File: src/rtl/daq_pkg.sv
// Shared types and constants for the LPDAQ capture sequencer.
package daq_pkg;

  localparam int unsigned DEF_AXIS_DW = 24;
  localparam int unsigned DEF_CNT_W   = 32;

  localparam logic [1:0] TRIG_IMM = 2'd0;
  localparam logic [1:0] TRIG_EXT = 2'd1;
  localparam logic [1:0] TRIG_THR = 2'd2;

  typedef enum logic [2:0] {
    IDLE,
    ARMED,
    CAPTURE,
    FLUSH,
    DRAIN
  } state_t;

endpackage

File: src/rtl/daq_capture_seq_if.sv
// AXI-Stream style sample port between the capture sequencer and the FIFO interface.
interface daq_capture_seq_if
  import daq_pkg::*;
#(
  parameter int unsigned DW = DEF_AXIS_DW
);

  logic [DW-1:0] tdata;
  logic          tvalid;
  logic          tready;

  modport master (output tdata, output tvalid, input tready);
  modport slave  (input tdata, input tvalid, output tready);

endinterface

File: src/rtl/daq_trig_detect.sv
// Trigger decision for the capture sequencer: immediate, external edge or threshold crossing.
module daq_trig_detect
  import daq_pkg::*;
#(
  parameter int unsigned DW = DEF_AXIS_DW
) (
  input  logic          clk,
  input  logic          rst,
  input  logic [1:0]    trig_mode,
  input  logic [DW-1:0] thresh,
  input  logic          trig_in,
  input  logic [DW-1:0] adc_tdata,
  input  logic          adc_tvalid,
  output logic          trig_c
);

  localparam logic [DW-1:0] MOST_NEG = {1'b1, {(DW-1){1'b0}}};

  logic          trig_q;
  logic [DW-1:0] prev_q;

  // History registers; prev_q starts at the most negative value so the first sample above threshold fires.
  always_ff @(posedge clk or posedge rst) begin
    if (rst) begin
      trig_q <= 1'b0;
      prev_q <= MOST_NEG;
    end else begin
      trig_q <= trig_in;
      if (adc_tvalid) begin
        prev_q <= adc_tdata;
      end
    end
  end

  always_comb begin
    trig_c = 1'b0;
    case (trig_mode)
      TRIG_IMM: trig_c = adc_tvalid;
      TRIG_EXT: trig_c = adc_tvalid && trig_in && !trig_q;
      TRIG_THR: trig_c = adc_tvalid
                         && ($signed(adc_tdata) > $signed(thresh))
                         && ($signed(prev_q) <= $signed(thresh));
      default:  trig_c = adc_tvalid;
    endcase
  end

endmodule

File: src/rtl/daq_capture_seq.sv
// Capture sequencer: arms on command, waits for a trigger, forwards cfg_len samples and tracks host drain.
module daq_capture_seq
  import daq_pkg::*;
#(
  parameter int unsigned AXIS_DW = DEF_AXIS_DW,
  parameter int unsigned CNT_W   = DEF_CNT_W
) (
  input  logic               clk,
  input  logic               rst,
  input  logic               cfg_start,
  input  logic               cfg_abort,
  input  logic [CNT_W-1:0]   cfg_len,
  input  logic [1:0]         cfg_trig_mode,
  input  logic [AXIS_DW-1:0] cfg_thresh,
  input  logic               trig_in,
  input  logic [AXIS_DW-1:0] adc_tdata,
  input  logic               adc_tvalid,
  daq_capture_seq_if.master  m_axis,
  input  logic [CNT_W-1:0]   rd_cnt,
  output logic               busy,
  output logic               done,
  output logic               aborted,
  output logic               overflow,
  output logic [CNT_W-1:0]   drop_cnt,
  output logic [CNT_W-1:0]   cap_cnt,
  output logic               irq
);

  state_t state_q, state_d;

  logic [AXIS_DW-1:0] data_q;
  logic               vld_q;
  logic [CNT_W-1:0]   len_q;
  logic [CNT_W-1:0]   rd_base_q;
  logic [CNT_W-1:0]   issued_q;
  logic [CNT_W-1:0]   cap_q;
  logic [CNT_W-1:0]   drop_q;
  logic               abort_q;
  logic               busy_q;
  logic               done_q;
  logic               aborted_q;
  logic               overflow_q;
  logic               irq_q;

  logic trig_c;
  logic arm_c;
  logic take_c;
  logic load_c;
  logic drop_c;
  logic accept_c;
  logic last_c;
  logic drained_c;
  logic set_done_c;
  logic set_abort_c;
  logic flag_abort_c;

  daq_trig_detect #(
    .DW (AXIS_DW)
  ) u_trig (
    .clk        (clk),
    .rst        (rst),
    .trig_mode  (cfg_trig_mode),
    .thresh     (cfg_thresh),
    .trig_in    (trig_in),
    .adc_tdata  (adc_tdata),
    .adc_tvalid (adc_tvalid),
    .trig_c     (trig_c)
  );

  assign accept_c  = vld_q && m_axis.tready;
  assign load_c    = take_c && (!vld_q || m_axis.tready);
  assign drop_c    = take_c && !load_c;
  assign last_c    = (issued_q + CNT_W'(1)) == len_q;
  // Modular difference keeps the drain check correct across rd_cnt wrap.
  assign drained_c = (rd_cnt - rd_base_q) >= cap_q;

  always_ff @(posedge clk or posedge rst) begin
    if (rst) begin
      state_q <= IDLE;
    end else begin
      state_q <= state_d;
    end
  end

  // Next-state and per-cycle control; samples are taken in ARMED on trigger and in CAPTURE on every strobe.
  always_comb begin
    state_d      = state_q;
    arm_c        = 1'b0;
    take_c       = 1'b0;
    set_done_c   = 1'b0;
    set_abort_c  = 1'b0;
    flag_abort_c = 1'b0;
    unique case (state_q)
      IDLE: begin
        if (cfg_start && (cfg_len != '0)) begin
          arm_c   = 1'b1;
          state_d = ARMED;
        end
      end
      ARMED: begin
        if (cfg_abort) begin
          set_abort_c = 1'b1;
          state_d     = IDLE;
        end else if (trig_c) begin
          take_c  = 1'b1;
          state_d = last_c ? FLUSH : CAPTURE;
        end
      end
      CAPTURE: begin
        take_c = adc_tvalid;
        if (cfg_abort) begin
          flag_abort_c = 1'b1;
          state_d      = FLUSH;
        end else if (adc_tvalid && last_c) begin
          state_d = FLUSH;
        end
      end
      FLUSH: begin
        if (!vld_q) begin
          if (abort_q) begin
            set_abort_c = 1'b1;
            state_d     = IDLE;
          end else begin
            state_d = DRAIN;
          end
        end
      end
      DRAIN: begin
        if (cfg_abort) begin
          set_abort_c = 1'b1;
          state_d     = IDLE;
        end else if (drained_c) begin
          set_done_c = 1'b1;
          state_d    = IDLE;
        end
      end
      default: state_d = IDLE;
    endcase
  end

  // One-entry output register; a load with a simultaneous accept keeps it full with the new sample.
  always_ff @(posedge clk or posedge rst) begin
    if (rst) begin
      data_q <= '0;
      vld_q  <= 1'b0;
    end else if (load_c) begin
      data_q <= adc_tdata;
      vld_q  <= 1'b1;
    end else if (accept_c) begin
      vld_q <= 1'b0;
    end
  end

  always_ff @(posedge clk or posedge rst) begin
    if (rst) begin
      len_q      <= '0;
      rd_base_q  <= '0;
      issued_q   <= '0;
      cap_q      <= '0;
      drop_q     <= '0;
      abort_q    <= 1'b0;
      done_q     <= 1'b0;
      aborted_q  <= 1'b0;
      overflow_q <= 1'b0;
      irq_q      <= 1'b0;
      busy_q     <= 1'b0;
    end else begin
      busy_q <= (state_d != IDLE);
      irq_q  <= set_done_c || set_abort_c;
      if (arm_c) begin
        len_q      <= cfg_len;
        rd_base_q  <= rd_cnt;
        issued_q   <= '0;
        cap_q      <= '0;
        drop_q     <= '0;
        abort_q    <= 1'b0;
        done_q     <= 1'b0;
        aborted_q  <= 1'b0;
        overflow_q <= 1'b0;
      end else begin
        if (take_c) begin
          issued_q <= issued_q + CNT_W'(1);
        end
        if (drop_c) begin
          drop_q     <= drop_q + CNT_W'(1);
          overflow_q <= 1'b1;
        end
        if (accept_c) begin
          cap_q <= cap_q + CNT_W'(1);
        end
        if (flag_abort_c) begin
          abort_q <= 1'b1;
        end
        if (set_done_c) begin
          done_q <= 1'b1;
        end
        if (set_abort_c) begin
          aborted_q <= 1'b1;
        end
      end
    end
  end

  assign m_axis.tdata  = data_q;
  assign m_axis.tvalid = vld_q;
  assign busy          = busy_q;
  assign done          = done_q;
  assign aborted       = aborted_q;
  assign overflow      = overflow_q;
  assign drop_cnt      = drop_q;
  assign cap_cnt       = cap_q;
  assign irq           = irq_q;

endmodule

File: src/flat_wrapper.sv
// flat-port wrapper written by rule: the top's interface ports become plain ports
module daq_capture_seq_flat import daq_pkg::*;
#(
  parameter int unsigned AXIS_DW = DEF_AXIS_DW,
  parameter int unsigned CNT_W   = DEF_CNT_W
)
  (clk, rst, cfg_start, cfg_abort, cfg_len, cfg_trig_mode, cfg_thresh, trig_in, adc_tdata, adc_tvalid, rd_cnt, busy, done, aborted, overflow, drop_cnt, cap_cnt, irq, m_axis_tdata, m_axis_tvalid, m_axis_tready);
  daq_capture_seq_if #(.DW((24))) m_axis_i ();
  input  logic clk;
  input  logic rst;
  input  logic cfg_start;
  input  logic cfg_abort;
  input  logic [CNT_W-1:0] cfg_len;
  input  logic [1:0] cfg_trig_mode;
  input  logic [AXIS_DW-1:0] cfg_thresh;
  input  logic trig_in;
  input  logic [AXIS_DW-1:0] adc_tdata;
  input  logic adc_tvalid;
  input  logic [CNT_W-1:0] rd_cnt;
  output logic busy;
  output logic done;
  output logic aborted;
  output logic overflow;
  output logic [CNT_W-1:0] drop_cnt;
  output logic [CNT_W-1:0] cap_cnt;
  output logic irq;
  output wire logic [$bits(m_axis_i.tdata)-1:0] m_axis_tdata;
  output wire logic [$bits(m_axis_i.tvalid)-1:0] m_axis_tvalid;
  input wire logic [$bits(m_axis_i.tready)-1:0] m_axis_tready;
  assign m_axis_tdata = m_axis_i.tdata;
  assign m_axis_tvalid = m_axis_i.tvalid;
  assign m_axis_i.tready = m_axis_tready;
  daq_capture_seq #(.AXIS_DW(AXIS_DW), .CNT_W(CNT_W)) u_core (.clk(clk), .rst(rst), .cfg_start(cfg_start), .cfg_abort(cfg_abort), .cfg_len(cfg_len), .cfg_trig_mode(cfg_trig_mode), .cfg_thresh(cfg_thresh), .trig_in(trig_in), .adc_tdata(adc_tdata), .adc_tvalid(adc_tvalid), .m_axis(m_axis_i), .rd_cnt(rd_cnt), .busy(busy), .done(done), .aborted(aborted), .overflow(overflow), .drop_cnt(drop_cnt), .cap_cnt(cap_cnt), .irq(irq));
endmodule
File: config.mk
export PLATFORM = sky130hd
export DESIGN_NAME = daq_capture_seq_flat
export DESIGN_NICKNAME = d
export VERILOG_FILES = /design/src/rtl/daq_pkg.sv /design/src/rtl/daq_capture_seq_if.sv /design/src/rtl/daq_trig_detect.sv /design/src/rtl/daq_capture_seq.sv /design/src/flat_wrapper.sv
export SDC_FILE = /design/constraint.sdc
export NUM_CORES = 1
export LEC_CHECK = 0
export ABC_AREA = 1
export CAP_MARGIN = 40
export CORE_MARGIN = 2
export CORE_UTILIZATION = 50
export DETAILED_ROUTE_END_ITERATION = 12
export MAX_ROUTING_LAYER = met4
export PLACE_DENSITY = 0.78
export SLEW_MARGIN = 20
export SYNTH_ARGS = -nofsm -noshare
export SYNTH_HDL_FRONTEND = slang
export SYNTH_SLANG_ARGS = --single-unit
File: constraint.sdc
create_clock -name clk -period 8.4 [get_ports clk]
set_input_delay 1.68 -clock clk [delete_from_list [all_inputs] [get_ports clk]]
set_output_delay 1.68 -clock clk [all_outputs]
set_load 0.02 [all_outputs]
# After elaboration in Yosys (flattened, before gate mapping)
# Index checks and enable logic that the tools add are counted.
dict set report op_classes {
  add_sub_neg 4
  mul 0
  div 0
  magnitude_cmp 3
  n_eq_ne 7
  shift 0
  mux 41
  n_bitwise 0
  reduce_logical 25
}
# op count
set op_table {}
lappend op_table {{$mux 32} 6}
lappend op_table {{$add 32x1->32 const B} 3}
lappend op_table {{$eq 32x32->1} 1}
lappend op_table {{$ge 32x32->1} 1}
lappend op_table {{$reduce_bool 32->1} 1}
lappend op_table {{$sub 32x32->32} 1}
lappend op_table {{$mux 3} 9}
lappend op_table {{$gt 24x24->1} 1}
lappend op_table {{$le 24x24->1} 1}
lappend op_table {{$mux 1} 22}
lappend op_table {{$pmux 3 s5} 1}
lappend op_table {{$reduce_bool 2->1} 7}
lappend op_table {{$logic_and 1x1->1} 9}
lappend op_table {{$eq 3x2->1 const B} 2}
lappend op_table {{$pmux 1 s2} 3}
lappend op_table {{$eq 3x1->1 const B} 1}
lappend op_table {{$eq 3x3->1 const B} 1}
lappend op_table {{$logic_not 1->1} 3}
lappend op_table {{$logic_not 3->1} 1}
lappend op_table {{$reduce_bool 3->1} 1}
lappend op_table {{$eq 2x1->1 const B} 1}
lappend op_table {{$eq 2x2->1 const B} 1}
lappend op_table {{$logic_or 1x1->1} 2}
lappend op_table {{$reduce_or 2->1} 1}
dict set report totals {
  register_bits 219
  latchBits 0
  ram_bits 0
  rom_bits 0
  wordCells 96
  mem_count 0
}

# Depth between registers and ports, before layout
# Gate-level depths: netlist of run 1.
dict set report depth {
  ltp_word 12
  ltp_mapped 25
  ltp_nobuf 25
}

# By module
# From an unflattened synthesis of run 1, not the netlist that was laid out.
dict set report unflattened {
  hier_cells 2074
  hier_area_um2 14994.4
}
# mod instances cells_each area_per_inst_um2 seq_area_each_um2
set by_module_without_submodules {}
lappend by_module_without_submodules {daq_capture_seq 1 1757 12743.5 4854.7}
lappend by_module_without_submodules {daq_trig_detect 1 317 2250.9 626.9}

# Worst setup path before layout of run 1
# No wires, ideal clock.
dict set report synth_timing {
  path_kind {input-to-reg}
  startpoint {in rd_cnt[2]}
  endpoint {reg u_core.busy_q (netlist: u_core.busy)}
  setup_ns 0.122
  t_arrival_ns 4.581
  setup_slack_ns 3.697
  stages 23
  path_cell_list {ha_1 a21oi_1 o21ai_0 nor2_1 o21ai_2 a21boi_0 o21ai_2 nand3_1 nand2_1 nand2_1 nand2_1 nand2_1 nand2_1 ha_1 nand2_1 nor3_1 nand3_1 nor4_1 nand4_1 nand4_1 o22ai_1 nor2_1 nand2_1}
}
dict set report synth_between {
  elab_chain_cells 6
}
# element line_no
set synth_lines {}
lappend synth_lines {{from (decl)} flat_wrapper.sv:19} ;# input logic [CNT_W-1:0] rd_cnt;
lappend synth_lines {{$sub 32x32->32} daq_capture_seq.sv:75} ;# assign drained_c = (rd_cnt - rd_base_q) >= cap_q;
lappend synth_lines {{$ge 32x32->1} daq_capture_seq.sv:75}
lappend synth_lines {{$mux 3} daq_capture_seq.sv:132} ;# end else if (drained_c) begin
lappend synth_lines {{$mux 3} daq_capture_seq.sv:129} ;# if (cfg_abort) begin
lappend synth_lines {{$pmux 3 s5} daq_capture_seq.sv:93} ;# unique case (state_q)
lappend synth_lines {{via u_core.state_d[2]} daq_capture_seq.sv:29} ;# state_t state_q, state_d;
lappend synth_lines {{$reduce_bool 3->1} daq_capture_seq.sv:168} ;# busy_q <= (state_d != IDLE);
lappend synth_lines {{to (signal assigned)} daq_capture_seq.sv:168}
lappend synth_lines {{to (decl)} daq_capture_seq.sv:39} ;# logic busy_q;
# The timed path passes the listed nets, and every way through them passes these cells.
# A chain may end at the register's enable or synchronous reset.

# Final worst setup path of run 1
# Ends and elaborated chain as after synthesis.

==> run metrics, run 1 <==
Syn Inst Count around 2100; die height between 150 and 200 µm; drt total wl ~44 mm; GRT Total Usage 28.59%; Hold Violations, Final 0; worst setup margin about 3200 ps; Net Switching ~2.1 mW; Internal approximately 2.9 mW; first drt pass iteration count 6; register area between 5000 and 6000 µm²; GP Congestion 0.9299; row count 63; Filler Cell Count 2648; Nets around 2500; port bufs ~210; minimum clock period approximately 5200 ps; TritonCTS clock tree done; CTS root buf clkbuf_16; fin area between 15000 and 20000 µm²; Skew-Pair Late Insertion Delay 560 ps; placed cell areas 17650 µm²; Synth Area per Inst around 7.2 µm²; Ports ~220; ranking of synthesized cells by area dfrtp_1 36%, nand2_1 17%, ha_1 9.6%, inv_1 6.3%, nand3_1 4.9%; Setup crit end kind register; Comb pwr share 47.7%; Max Buffers Root-to-Sink 3; DR vias 14739; Slew headroom 44.62%; synth warn 0; placed insts around 2700; status finished, final reports clean; leading area contributor after synthesis dfrtp_1; first-pass GRT wire length about 70 mm; kind of critical path in -> reg; Post-Syn Nets roughly 2300; top-count cell post-synth nand2_1; HPWL after DPL 33.05 mm; Final Core Density 62.46%; post-DR wirelength/cell about 16 µm; non-filler cells, final about 2700; RSZ-0062 raised after global routing false; Setup TNS 0 ps; Worst Path Arrival ~5700 ps; EDFF count, synth 0; DR vias/cell 5.429; endpoints failing setup 0; Main synth FF type dfrtp_1; Max rail drop VDD about 220 µV; vias in the first global route about 14000; sw frac a little over two fifths; pwr/cell area around 270 nW/µm²; final slew viol count 0; die width around 180 µm; cts repair resizes 0; CP Max Fanout 4; Cell Area, Synth 15100 µm²; max-cap violations 0; Pwr Total about 5 mW; synthesis-to-layout area growth 22.89%; die area ~32000 µm²; Achievable Freq between 0.15 and 0.2 GHz; HP Class reg -> reg; Core Footprint ~30000 µm²; H-tree levels 1; Req. time, crit path 8840 ps; TritonCTS Buffers 28; DP Worst Slack approximately 2600 ps; sequential share of power 28.8%; Setup Skew between 20 and 30 ps; Final ANT Viol Nets 0; initial antenna violation count 1; Synth cell types 53; largest net degree at the start of global routing 102; Seq/Total Area, Yosys between 30% and 40%; top cells by count, synth 671 x nand2_1, 255 x inv_1, 218 x dfrtp_1, 148 x nand3_1, 134 x nor2_1; clock network power share a little under a quarter; P_leak between 9 and 10 nW; hold buffers post-CTS 0; Sink Count approximately 220; Overflow after GRT 0; post-CTS setup buffers 0; hold_ws approximately 470 ps; CP Launch Type input port; Multi-input gate area approximately 8400 µm²; slew at the pin closest to its max-slew limit about 830 ps; Post-synth ARST share 100.0%; Tcrit/Tclk final 62.09%; clock-pin slew on the worst setup and hold paths 60 ps; layout cell share with drive strength beyond 1 ~4.6%; #FFs+latches synth 219; Initial Util 50.82%; DRC 0; top-area cell type share of the netlist area 36.12%; DRT iter0 DRCs just over 1000
## worst max-delay path: stages
cell and delay (ps):
clkdlybuf4s50_1 420, ha_1 350, a21oi_1 190, o21ai_0 90, nor2_1 190, o21ai_2 100, a21boi_0 480, o21ai_2 150
nand2_1 80, nand2_1 120, xor2_1 180, ha_1 300, nand2_1 50, inv_1 60, nand3_1 90, nor3_1 440
nand2_1 100, nand2_1 130, nand2_1 70, nand4_1 130, o22ai_1 100, nor2_1 100, nand2_1 60
## cell families (layout without fill, tap and decap cells)
logic type / after synthesis / count (layout) / share of synthesized area [%]
buf+inv: 315 / 537 / 8.226
compound gates: 239 / 239 / 8.541
flops: 219 / 219 / 36.29
xor+xnor: 70 / 70 / 4.150
other cells: 0 / 1 / 0
simple gates: 1142 / 1142 / 33.05
fa+ha+maj: 117 / 117 / 9.742
## cells in the final DEF, fill, tap and decap left out, types with 3 or more instances in the layout
cell type	synthesis	routed
a211oi_1	6	6
nor3_1	54	54
xor2_1	49	49
inv_1	255	254
nand3_1	148	148
buf_16	0	3
xnor2_1	20	20
nor2_2	6	7
clkbuf_16	0	28
clkinv_2	0	5
clkdlybuf4s50_1	0	214
nand4_1	70	70
nor3_2	4	4
clkbuf_1	27	3
clkbuf_8	0	8
a21o_1	6	6
nand2_1	671	671
nor2_4	5	5
a31oi_1	6	6
nor4_1	23	23
o21ai_0	103	103
o21a_1	4	4
nor2_1	134	133
nand2_2	9	9
nand3b_1	4	4
buf_4	1	6
o21ai_1	5	5
ha_1	116	116
dfrtp_1	218	218
a21oi_1	95	95
inv_2	7	6
## cell type report
type,instances,area share (%)
diodes,1,0.01348
repair buffers,225,12.42
multi-input cells,1568,45.21
clock buffers,39,4.429
flip-flops and latches,219,29.53
clock inverters,10,0.3977
inverters,263,5.373
well taps,390,2.629
## final timing paths
check / startpoint / to / slack [ps] / cells after the start
min reg2reg: u_core.m_axis.tdata[16]$_DFFE_PP0P_ / u_core.m_axis.tdata[16]$_DFFE_PP0P_ / 470 / 2
max reg2reg: u_core.rd_base_q[4]$_DFFE_PP0P_ / u_core.busy$_DFF_PP0_ / 4400 / 23
max in group asynchronous: rst / u_core.len_q[18]$_DFFE_PP0P_ / 5360 / 5
max: rd_cnt[2] / u_core.busy$_DFF_PP0_ / 3180 / 23
min in group asynchronous: rst / u_core.rd_base_q[6]$_DFFE_PP0P_ / 1500 / 2
min: u_core.m_axis.tdata[16]$_DFFE_PP0P_ / u_core.m_axis.tdata[16]$_DFFE_PP0P_ / 470 / 2
## power by group through the flow
| stage | Sequential [mW] | Clock [mW] | Combinational [mW] |
|---|---|---|---|
| floorplan | 1.50 | 0 | 1.57 |
| global placement | 1.43 | 0 | 2.26 |
| detailed placement | 1.44 | 0 | 2.35 |
| CTS | 1.43 | 1.18 | 2.37 |
| global route | 1.45 | 1.23 | 2.67 |
| finish | 1.43 | 1.17 | 2.37 |
## state kept, by name (all words and copies together) (netlist names)
register / flops
u_core.len_q: 32
u_core.u_trig.prev_q: 24
u_core.done: 1
u_core.state_q: 3
u_core.u_trig.trig_q: 1
u_core.drop_cnt: 32
u_core.irq: 1
u_core.rd_base_q: 32
u_core.aborted: 1
u_core.m_axis.tvalid: 1
u_core.overflow: 1
u_core.m_axis.tdata: 24
u_core.abort_q: 1
u_core.issued_q: 32
u_core.cap_cnt: 32
u_core.busy: 1
## metal layers
metal  up-vias  wire length (µm)  track usage [%]
met5         -                 0                -
met4         0              1329            8.265
met3        94              2167            2.978
met2       439             21240            48.06
met1      6915             19180            36.58
li1       7291                 -                -
(Power assumes the default switching activity.)
==> run 2, diff against run 1 <==
PLACE_DENSITY = 0.81   (was 0.78)
clock period = 4.6 ns   (was 8.4 ns; I/O delays follow)
==> run 2 against run 1 <==
Routed wire length grew 4.3%. Clock power increased by 76%. Non-clock buffer count up 32. Design area increased by 0.97%. Hold slack got worse by 8.1 ps. Cell count is 1.1% higher. Setup slack lost 2800 ps. Sequential share of layout area down 0.28 points. First-iteration DRC count decreased by 11%. Combinational power rose by 94%. Die area unchanged. Critical path depth increased by 4.
==> run metrics, run 2 (synthesized netlist as in run 1, its figures left out) <==
Max rail drop VDD 346.4 µV (was 215.6 µV); max-cap violations 0 (unchanged); Slew headroom 58.55% (was 44.62%); Ports 215 (unchanged); Final Core Density 63.06% (was 62.46%); Setup TNS 0 ps (unchanged); Sink Count 219 (unchanged); HP Class reg -> reg (unchanged); Pwr Total 9.264 mW (was 4.957 mW); DRT iter0 DRCs 910 (was 1021); RSZ-0062 raised after global routing false (unchanged); Setup Skew 11.31 ps (was 25.73 ps); commonest cells after routing, fill and taps aside 671 x nand2_1, 254 x inv_1, 218 x dfrtp_1 (unchanged); synthesis-to-layout area growth 24.08% (was 22.89%); hold buffers post-CTS 0 (unchanged); GRT met1 Usage 39.23% (was 36.58%); cell repeated most along the worst path nand2_1 (unchanged); clock-pin slew on the worst setup and hold paths 60 ps (about the same); DR vias 14885 (was 14739); Filler Cell Count 2622 (was 2648); slowest cell delay on critical path 410 ps (was 480 ps); post-CTS setup buffers 0 (unchanged); HPWL after DPL 35.24 mm (was 33.05 mm); row count 63 (unchanged); largest net degree at the start of global routing 87 (was 102); DR vias/cell 5.425 (was 5.429); die area 31610 µm² (unchanged); die width 177.8 µm (unchanged); Tcrit/Tclk final 91.45%; P_leak 9.110 nW (was 9.001 nW); die height 177.8 µm (unchanged); CTS root buf clkbuf_16 (unchanged); Skew-Pair Late Insertion Delay 540 ps (was 560 ps); CP max stage cell fa_1 (was a21boi_0); minimum clock period approximately 4200 ps; Initial Util 50.82% (unchanged); kind of critical path in -> reg (unchanged); CP Launch Type input port (unchanged); pwr/cell area 494.3 nW/µm² (was 267.1 nW/µm²); met3 global-route usage 3.899% (was 2.978%); GRT Total Usage 29.97% (was 28.59%); slew at the pin closest to its max-slew limit 617.0 ps (was 828.8 ps); Worst Path Arrival 4630 ps (was 5660 ps); TritonCTS clock tree done (unchanged); status finished, final reports clean (unchanged); endpoints failing setup 0 (unchanged); drt total wl 45.82 mm (was 43.92 mm); worst-case reg-to-reg path depth 25 (was 23); TritonCTS Buffers 26 (was 28); CP Max Fanout 4 (unchanged); Nets 2573 (was 2543); hold_ws 465.7 ps (was 473.8 ps); H-tree levels 1 (unchanged); vias in the first global route 14482 (was 14206); cts repair resizes 0 (unchanged); met2 usage 48.42% (was 48.06%); port bufs 214 (unchanged); Final ANT Viol Nets 0 (unchanged); DRC 0 (unchanged); first drt pass iteration count 5 (was 6); Core Footprint 29720 µm² (unchanged); R2R setup slack 890 ps (was 4400 ps); Achievable Freq around 0.24 GHz; GP Congestion 0.9492 (was 0.9299); Max Buffers Root-to-Sink 3 (unchanged); Req. time, crit path 5030 ps (was 8840 ps); final slew viol count 0 (unchanged); layout cell share with drive strength beyond 1 5.695% (was 4.604%); Setup crit end kind register (unchanged); Overflow after GRT 0 (unchanged); Hold Violations, Final 0 (unchanged); worst hold stages 2 (unchanged); first-pass GRT wire length 73.92 mm (was 71.05 mm); post-DR wirelength/cell 16.70 µm (was 16.18 µm); busiest grt layer met2 (unchanged); most common cell after layout, fill and taps aside nand2_1 (unchanged); initial antenna violation count 1 (unchanged)
[run 2: cell types whose count changed in the layout (fill, tap and decap cells not counted), sizes merged]
cell      previous run  this run
clkinvlp             2         3
inv                262       261
buf                 11        43
bufinv               0         2
clkinv               9         4
[run 2: report_power, final]
part / internal, mW / switching [mW] / leakage, nW
combinational: 1.77 / 2.82 / 5.84
clock: 1.22 / 0.838 / 0.403
sequential: 2.37 / 0.240 / 2.86
total: 5.37 / 3.90 / 9.11
[run 2: per-layer routing]
metal	vias to the layer above	wire (µm)	share of wire, %
li1	7331	-	-
met1	6975	20190	44
met2	488	21590	47
met3	91	2584	5.6
met4	0	1458	3.2
met5	-	0	0
[run 2: worst max-delay path, delay by kind of cell]
kind | cells | cell delay [ps]
AO/OA/AOI/OAI | 3 | 400
XOR/XNOR | 1 | 140
adder cells (fa/ha/maj) | 3 | 900
buffers and inverters | 5 | 790
AND/OR/NAND/NOR | 15 | 1480
[run 2: area by class of cell]
class,count,area (µm²),share of cell area [%]
well taps,390,488.0,2.604
clock inverters,7,105.1,0.5608
inverters,263,993.5,5.301
clock buffers,39,739.5,3.946
flip-flops and latches,219,5482,29.25
diodes,1,2.502,0.01335
multi-input cells,1568,8416,44.91
repair buffers,257,2515,13.42
[run 2: final timing paths]
| kind | startpoint | to |
|---|---|---|
| max | rd_cnt[0] | u_core.busy$_DFF_PP0_ |
| min | u_core.u_trig.prev_q[23]$_DFFE_PP1P_ | u_core.u_trig.prev_q[23]$_DFFE_PP1P_ |
| max reg2reg | u_core.rd_base_q[2]$_DFFE_PP0P_ | u_core.busy$_DFF_PP0_ |
| min reg2reg | u_core.u_trig.prev_q[23]$_DFFE_PP1P_ | u_core.u_trig.prev_q[23]$_DFFE_PP1P_ |
| max in group asynchronous | rst | u_core.rd_base_q[15]$_DFFE_PP0P_ |
| min in group asynchronous | rst | u_core.m_axis.tdata[14]$_DFFE_PP0P_ |
[run 2: through the flow]
step | area [µm²] | cells | worst slack (ps)
floorplan | 15110 | 2102 | 657.0
global placement | 17850 | 2696 | -212.6
detailed placement | 17850 | 2696 | -325.7
CTS | 18690 | 2742 | 233.1
global route | 18740 | 2744 | 19.57
finish | 18740 | 2744 | 393.3
==> run 3, diff against run 2 <==
CORE_ASPECT_RATIO = 1.2   (was unset)
SKIP_CTS_REPAIR_TIMING = 1   (was unset)
==> run 3 against run 2 <==
Die area hardly changed. Setup slack got worse by 14 ps. Largest cell class unchanged. Total power shrank 1.6%. Count of clock-buffer cells in the layout is 2 higher. Critical path depth decreased by 3. Cell count decreased by 0.18%. Clock power decreased by 2%.
==> run metrics, run 3 (synthesized netlist as in run 1, its figures left out) <==
status finished, final reports clean (unchanged); Overflow after GRT 0 (unchanged); most common cell after layout, fill and taps aside nand2_1 (unchanged); sw frac 41.64% (was 42.07%); Ports 215 (unchanged); Sink Count 219 (unchanged); worst setup margin 379.7 ps (was 393.3 ps); pwr/cell area 488.4 nW/µm² (was 494.3 nW/µm²); CP Max Fanout 4 (unchanged); Max Buffers Root-to-Sink 3 (unchanged); TritonCTS clock tree done (unchanged); commonest cells after routing, fill and taps aside 671 x nand2_1, 254 x inv_1, 218 x dfrtp_1 (unchanged); Req. time, crit path 5020 ps (was 5030 ps); Initial Util 50.86% (was 50.82%); first drt pass iteration count 6 (was 5); Filler Cell Count 2665 (was 2622); DR vias/cell 5.416 (was 5.425); DP Worst Slack -209.7 ps (was -325.7 ps); RSZ-0062 raised after global routing false (unchanged); Net Switching 3.797 mW (was 3.897 mW); vias in the first global route 14613 (was 14482); die height 194.4 µm (was 177.8 µm); Setup crit end kind register (unchanged); first-pass GRT wire length 72.56 mm (was 73.92 mm); minimum clock period 4220 ps (was 4207 ps); Core Footprint 29700 µm² (was 29720 µm²); DR vias 14834 (was 14885); GRT Total Usage 29.00% (was 29.97%); met3 global-route usage 3.116% (was 3.899%); post-DR wirelength/cell 16.40 µm (was 16.70 µm); Slew headroom 45.72% (was 58.55%); Tcrit/Tclk final 91.75% (was 91.45%); GRT met1 Usage 36.48% (was 39.23%); clock-pin slew on the worst setup and hold paths 60 ps (about the same); met2 usage 49.46% (was 48.42%); clock network power share 22.2% (about the same); CP Launch Type input port (unchanged); Skew-Pair Late Insertion Delay 530 ps (was 540 ps); Ant. Diodes 0 (was 1); busiest grt layer met2 (unchanged); Worst Path Arrival 4640 ps (was 4630 ps); non-filler cells, final 2739 (was 2744); port bufs 214 (unchanged); final slew viol count 0 (unchanged); die area 31620 µm² (was 31610 µm²); DRT iter0 DRCs 1127 (was 910); CP max stage cell clkdlybuf4s50_1 (was fa_1); Achievable Freq 0.2369 GHz (was 0.2377 GHz); CTS root buf clkbuf_16 (unchanged); DRC 0 (unchanged); die width 162.7 µm (was 177.8 µm); HP Class reg -> reg (unchanged); Multi-input gate area 8397 µm² (was 8416 µm²); HPWL after DPL 33.89 mm (was 35.24 mm); register area 5482 µm² (unchanged); Nets 2568 (was 2573); P_leak 9.079 nW (was 9.110 nW); Max rail drop VDD 378.7 µV (was 346.4 µV); cell repeated most along the worst path nand2_1 (unchanged); Comb pwr share 49.2% (was 49.6%); slew at the pin closest to its max-slew limit 813.3 ps (was 617.0 ps); Internal 5.322 mW (was 5.366 mW); placed insts 2692 (was 2696); endpoints failing setup 0 (unchanged); initial antenna violation count 0 (was 1); drt total wl 44.91 mm (was 45.82 mm); Cell Chain, Critical Path clkdlybuf4s50_1, ha_1, nand2_1, nor3_1, nor2_1, o21ai_2, a21boi_0, buf_4, o21ai_2, nand2_1, nand2_1, nand3_1, nand3_1, nand2_1, ha_1, nand2_1, nor3_1, nand3_1, nor4_2, nand4_1, nand4_1, o22ai_1, nor2_1, nand2_1; layout cell share with drive strength beyond 1 5.364% (was 5.695%); R2R setup slack 850 ps (was 890 ps); Hold Violations, Final 0 (unchanged); Final Core Density 62.86% (was 63.06%); max-cap violations 0 (unchanged); synthesis-to-layout area growth 23.61% (was 24.08%); kind of critical path in -> reg (unchanged); GP Congestion 1.003 (was 0.9492); Setup Skew 10.55 ps (was 11.31 ps); TritonCTS Buffers 26 (unchanged); Final ANT Viol Nets 0 (unchanged); largest net degree at the start of global routing 99 (was 87); slowest cell delay on critical path 430 ps (was 410 ps); row count 69 (was 63); sequential share of power 28.6% (was 28.2%); H-tree levels 1 (unchanged)
-- run 3: cell types whose count changed in the layout (fill, tap and decap cells not counted), sizes merged --
cell      delta
diode        -1
bufinv       -1
clkinvlp     -1
buf          -5
clkbuf       +2
inv          +1
-- run 3: layout make-up --
class / count / area share (%)
repair buffers: 252 / 13.27
clock inverters: 6 / 0.3418
flip-flops and latches: 219 / 29.36
multi-input cells: 1568 / 44.98
well taps: 390 / 2.614
inverters: 263 / 5.321
clock buffers: 41 / 4.115
-- run 3: final timing paths --
kind                                                 startpoint                                   end  cells past startpoint
max in group asynchronous                                   rst        u_core.drop_cnt[6]$_DFFE_PP0P_                      3
hold reg to reg            u_core.u_trig.prev_q[23]$_DFFE_PP1P_  u_core.u_trig.prev_q[23]$_DFFE_PP1P_                      2
setup reg to reg                u_core.rd_base_q[2]$_DFFE_PP0P_                 u_core.busy$_DFF_PP0_                     24
hold / removal             u_core.u_trig.prev_q[23]$_DFFE_PP1P_  u_core.u_trig.prev_q[23]$_DFFE_PP1P_                      2
setup / recovery                                      rd_cnt[2]                 u_core.busy$_DFF_PP0_                     24
min in group asynchronous                                   rst          u_core.len_q[25]$_DFFE_PP0P_                      2
-- run 3: per-layer routing --
metal	share of wire, %	wire length, µm
met2	49	22060
met5	0	0
met3	6.0	2676
met1	42	19050
met4	2.5	1131
-- run 3: worst max-delay path, delay by kind of cell --
family | cells | cell delay [ps]
fa+ha+maj | 2 | 650
buf+inv | 2 | 580
simple gates | 16 | 1900
compound gates | 4 | 560
-- run 3: through the flow --
stage               hold slack [ps]  TNS [ps]  power (mW)  instance area [µm²]
floorplan                     445.7         0       5.603                15110
global placement              452.6    -33.18       6.955                17830
detailed placement            458.2    -413.5       7.076                17830
CTS                           472.0         0       9.152                18660
global route                  500.2         0       9.886                18670
finish                        465.9         0       9.119                18670
-- run 3: power by group through the flow --
stage / sequential, mW / clock (mW) / combinational (mW)
after floorplan: 2.74 / 0 / 2.87
after global placement: 2.62 / 0 / 4.34
after detailed placement: 2.63 / 0 / 4.44
after CTS: 2.61 / 2.06 / 4.48
after global routing: 2.65 / 2.15 / 5.08
final: 2.61 / 2.02 / 4.49
